===== src/rtl/io_input_cond.sv =====
// Board input conditioning: 2-FF synchronizer, per-bit debounce, button press/release pulses.
// Define STICKY_BTN_EN to add write-1-to-clear latched press flags (btn_clr / btn_sticky).
module io_input_cond #(
    parameter int unsigned DB_CYCLES   = 500000,
    parameter int unsigned SW_W        = 32,
    parameter int unsigned BTN_W       = 4,
    parameter bit          BTN_ACT_LOW = 1'b1
) (
    input  logic             clk,
    input  logic             rst,
    input  logic [SW_W-1:0]  sw_raw,
    input  logic [BTN_W-1:0] btn_raw,
    output logic [SW_W-1:0]  io_sw,
    output logic [BTN_W-1:0] io_btn,
    output logic [BTN_W-1:0] btn_press,
    output logic [BTN_W-1:0] btn_rel
`ifdef STICKY_BTN_EN
    ,
    input  logic [BTN_W-1:0] btn_clr,
    output logic [BTN_W-1:0] btn_sticky
`endif
);

    localparam int unsigned N  = SW_W + BTN_W;
    localparam int unsigned CW = $clog2(DB_CYCLES + 1);
    localparam logic [CW-1:0] C_LAST = CW'(DB_CYCLES - 1);

    logic [BTN_W-1:0] btn_in;
    logic [N-1:0]     sync1;
    logic [N-1:0]     sync2;
    logic [N-1:0]     q;
    logic [CW-1:0]    cnt [N];
    logic [BTN_W-1:0] btn_q;
    logic [BTN_W-1:0] btn_q_d;

    // Buttons are made active-high before the first flop so reset (0) means released.
    assign btn_in = BTN_ACT_LOW ? ~btn_raw : btn_raw;

    always_ff @(posedge clk or negedge rst) begin
        if (!rst) begin
            sync1 <= '0;
            sync2 <= '0;
        end else begin
            sync1 <= {btn_in, sw_raw};
            sync2 <= sync1;
        end
    end

    always_ff @(posedge clk or negedge rst) begin
        if (!rst) begin
            q <= '0;
            for (int unsigned i = 0; i < N; i++) begin
                cnt[i] <= '0;
            end
        end else begin
            for (int unsigned i = 0; i < N; i++) begin
                if (sync2[i] == q[i]) begin
                    cnt[i] <= '0;
                end else if (cnt[i] == C_LAST) begin
                    q[i]   <= sync2[i];
                    cnt[i] <= '0;
                end else begin
                    cnt[i] <= cnt[i] + 1'b1;
                end
            end
        end
    end

    assign btn_q = q[N-1:SW_W];

    always_ff @(posedge clk or negedge rst) begin
        if (!rst) begin
            btn_q_d <= '0;
        end else begin
            btn_q_d <= btn_q;
        end
    end

    assign io_sw     = q[SW_W-1:0];
    assign io_btn    = btn_q;
    assign btn_press = btn_q & ~btn_q_d;
    assign btn_rel   = ~btn_q & btn_q_d;

`ifdef STICKY_BTN_EN
    // A press arriving in the same cycle as a clear wins.
    always_ff @(posedge clk or negedge rst) begin
        if (!rst) begin
            btn_sticky <= '0;
        end else begin
            btn_sticky <= (btn_sticky & ~btn_clr) | btn_press;
        end
    end
`endif

endmodule

===== config.mk =====
export PLATFORM = sky130hd
export DESIGN_NAME = io_input_cond
export DESIGN_NICKNAME = d
export VERILOG_FILES = /design/src/rtl/io_input_cond.sv
export SDC_FILE = /design/constraint.sdc
export NUM_CORES = 1
export LEC_CHECK = 0
export BUFFER_PORTS_ARGS = -buffer_cell sky130_fd_sc_hd__buf_2
export CORE_AREA = 3 3 296 298
export DETAILED_ROUTE_END_ITERATION = 16
export DIE_AREA = 0 0 299 301
export GPL_TIMING_DRIVEN = 0
export PLACE_DENSITY = 0.69
export REMOVE_ABC_BUFFERS = 1
export SETUP_SLACK_MARGIN = 0.5
export SYNTH_ARGS = -nofsm -noshare
export SYNTH_HDL_FRONTEND = slang
export SYNTH_SLANG_ARGS = --single-unit

===== constraint.sdc =====
create_clock -name clk -period 3.2 [get_ports clk]
set_input_delay 0.48 -clock clk [delete_from_list [all_inputs] [get_ports clk]]
set_output_delay 0.48 -clock clk [all_outputs]
set_load 0.005 [all_outputs]

==> summary.md <==
| Metric | Value |
|---|---|
| Worst setup SP type | `flop` |
| Clock Power Share | `0.496` |
| Max Clock Freq | `416 MHz` |
| Root buf cell | `clkbuf_16` |
| R2R Setup Slk | `0.79 ns` |
| First-pass GRT wire length | `123000 um` |
| Vias | `27149` |
| Unrepaired setup endpoints after global routing | `false` |
| H-tree levels | `3` |
| P_leak | `17.4 nW` |
| Int Pwr | `17.2 mW` |
| Initial core utilization | `0.448` |
| Logic pwr share | `0.031` |
| Share of cells above drive strength 1 | `0.104` |
| Synth top area share | `0.522` |
| Critical path capture point type | `flop` |
| Drc violations | `0` |
| GRT Residual Overflow | `0` |
| Total wire length | `69200 um` |
| Worst hold path type | `flop to flop` |
| CP Max Fanout | `19` |
| Std cell rows | `107` |
| CTS sink cnt | `796` |
| Synth unique cells | `53` |
| Util after Layout | `0.509` |
| Initial antenna violation count | `0` |
| Total CTS buffers | `89` |
| Avg WL per Cell | `13.6 um` |
| Chip Height | `301 um` |
| Die footprint | `90000 sq um` |
| Antenna diodes | `0` |
| Critical path class | `flop to flop` |
| Die width | `299 um` |
| CP Data Arrival Time | `2.86 ns` |
| Total track usage | `0.156` |
| Vias/cell | `5.32` |
| Psw | `4.71 mW` |
| Flops & latches, synth | `796` |
| Area of the multi-input gates | `17300 sq um` |
| Sequential share of the synthesized area | `0.522` |
| Sw Share | `0.215` |
| Pwr Density | `505 nW/um^2` |
| Setup TNS | `0 ns` |
| Relative slew slack | `0.115` |
| Nets | `3965` |
| ANT nets after route | `0` |
| RD Place Congestion | `0.794` |
| Final hold vios | `0` |
| Fin. max-slew vios | `0` |
| Fin crit period | `2.41 ns` |
| CP required | `3.65 ns` |
| Yosys top cell by area | `dfrtp_1` |
| Overall power | `21.9 mW` |
| I/O Pins | `82` |
| EDFF count, synth | `0` |
| Run status | `complete, no violations` |
| Yosys synthesis warning count | `0` |
| Post-synthesis cell area | `38200 sq um` |
| Clock Skew | `0.0163 ns` |
| Clk buf depth | `3` |
| Syn_area_per_cell | `10.2 sq um` |
| Final setup violation count | `0` |
| Clock Latency Late Sink | `0.63 ns` |
| Pin count of the biggest net entering global routing | `120` |
| Least-Margin Pin Slew | `1.32 ns` |
| Synth top area cells | `dfrtp_1, xnor2_1, nor2_1` |
| Number of global-route vias before repair | `26641` |
| First-pass DRT Iterations | `5` |
| DP Wirelength | `43900 um` |
| Fraction of registers with async set/reset | `1.00` |
| Layout area overhead | `13.6%` |
| Buffer count from post-CTS setup fixing | `0` |
| DR iter-0 viols | `1393` |
| Maximum vdd drop | `0.000547 V` |
| CTS clk-pin slew, worst paths | `0.06 ns` |
| Floorplan Core Area | `85100 sq um` |
| Reg area | `19900 sq um` |
| TritonCTS clock tree | `done` |
| Main flop type after synthesis | `dfrtp_1` |
| Max-Cap Viols | `0` |
| Buffers on Ports | `81` |
| Fin crit share | `0.752` |
| Fill count | `7606` |
| Cells after synthesis | `3743` |
| Sequential fraction of design power | `0.474` |
[what timing repair did]
action | CTS | global route
hold endpoints to repair | 109 | 0
setup endpoints to repair | 0 | 82
hold buffers | 38 | 0
resized for setup | 0 | 0
[synth_stat cells, drive strengths merged (14+ instances only)]
library cell / n
and4: 39
or2: 21
inv: 134
a21oi: 154
nor2: 601
or4b: 31
clkbuf: 31
dfrtp: 796
nor4: 84
nand3b: 14
and2: 35
and3: 51
xnor2: 324
o31ai: 54
or3: 92
or3b: 17
nand4: 184
nand2: 179
mux2: 36
nand3: 229
ha: 36
o21ai: 111
nor3: 98
or4: 112
xor2: 166
buf: 39
[critical path, stage by stage (launching register included)]
cell     delay, ns
dfrtp_1       0.38
ha_1          0.23
and4_1        0.32
nand2_1       0.13
o21ai_1       1.03
nor2_1        0.14
[flip-flops by register name, indices dropped and copies added, names as in the netlist]
name	cells
sync2	36
q	36
cnt	684
sync1	36
btn_q_d	4
[power by group through the flow]
| stage | clock, mW | sequential [mW] | combinational (mW) |
|---|---|---|---|
| 2_1_floorplan | 0 | 10.5 | 0.318 |
| 3_3_place_gp | 0 | 10.6 | 0.622 |
| 3_5_place_dp | 0 | 10.6 | 0.659 |
| 4_1_cts | 11.3 | 10.4 | 0.704 |
| 5_1_grt | 11.6 | 10.4 | 0.798 |
| 6_report | 10.9 | 10.4 | 0.676 |
[per-layer routing]
layer / global-route usage / vias up / wire [um]
li1: - / 13575 / -
met1: 0.213 / 13205 / 33600
met2: 0.255 / 276 / 32000
met3: 0.0263 / 93 / 2170
met4: 0.0473 / 0 / 1490
met5: 0 / - / 0
[final timing paths]
path | from | end | depth (start not counted)
worst min register to register | sync1[13]$_DFF_PN0_ | sync2[13]$_DFF_PN0_ | 0
min in group asynchronous | rst | cnt[93]$_DFF_PN0_ | 3
max in group asynchronous | rst | cnt[187]$_DFF_PN0_ | 6
worst max-delay path | cnt[19]$_DFF_PN0_ | cnt[29]$_DFF_PN0_ | 5
worst max register to register | cnt[19]$_DFF_PN0_ | cnt[29]$_DFF_PN0_ | 5
worst min-delay path | sync1[13]$_DFF_PN0_ | sync2[13]$_DFF_PN0_ | 0
[layout by cell type (no fill, tap or decap), types with 35 or more instances in the layout]
cell and instances:
a21oi_1 154, clkbuf_16 93, inv_1 134, o31ai_1 53
ha_1 36, nand3_1 224, nand4_1 175, dlygate4sd3_1 37
mux2_2 36, or3_1 90, and3_1 51, dfrtp_1 796
buf_2 80, xor2_1 166, nor4_1 84, xnor2_1 324
o21ai_0 76, or4_1 86, nor2_1 601, nand2_1 179
and4_1 38, and2_1 35, nor3_1 98
[cells by family after synthesis]
group / count (synthesis) / share of synthesized area
simple gates: 1829 / 0.257
flops: 796 / 0.522
xor+xnor: 490 / 0.112
compound gates: 352 / 0.0608
buf+inv: 204 / 0.0255
mux: 36 / 0.0106
fa+ha+maj: 36 / 0.0118
[layout make-up]
| cell class | count | area share |
|---|---|---|
| Tap cell | 1144 | 0.0330 |
| Inverter | 134 | 0.0116 |
| Multi-Input combinational cell | 2743 | 0.399 |
| Timing Repair Buffer | 127 | 0.0238 |
| Sequential cell | 796 | 0.460 |
| Clock buffer | 130 | 0.0617 |
| Clock inverter | 33 | 0.0115 |
[through the flow]
stage	std cells	setup WS, ns	instance area [sq um]	hold slack [ns]
3_3_place_gp	4898	-15.66	39500	0.331
2_1_floorplan	3673	1.12	37700	0.184
4_1_cts	5106	0.675	43300	0.337
3_5_place_dp	4905	0.125	39700	0.336
5_1_grt	5107	0.550	43300	0.353
6_report	5107	0.795	43300	0.337
No activity file was read; power rests on OpenSTA's default activity.
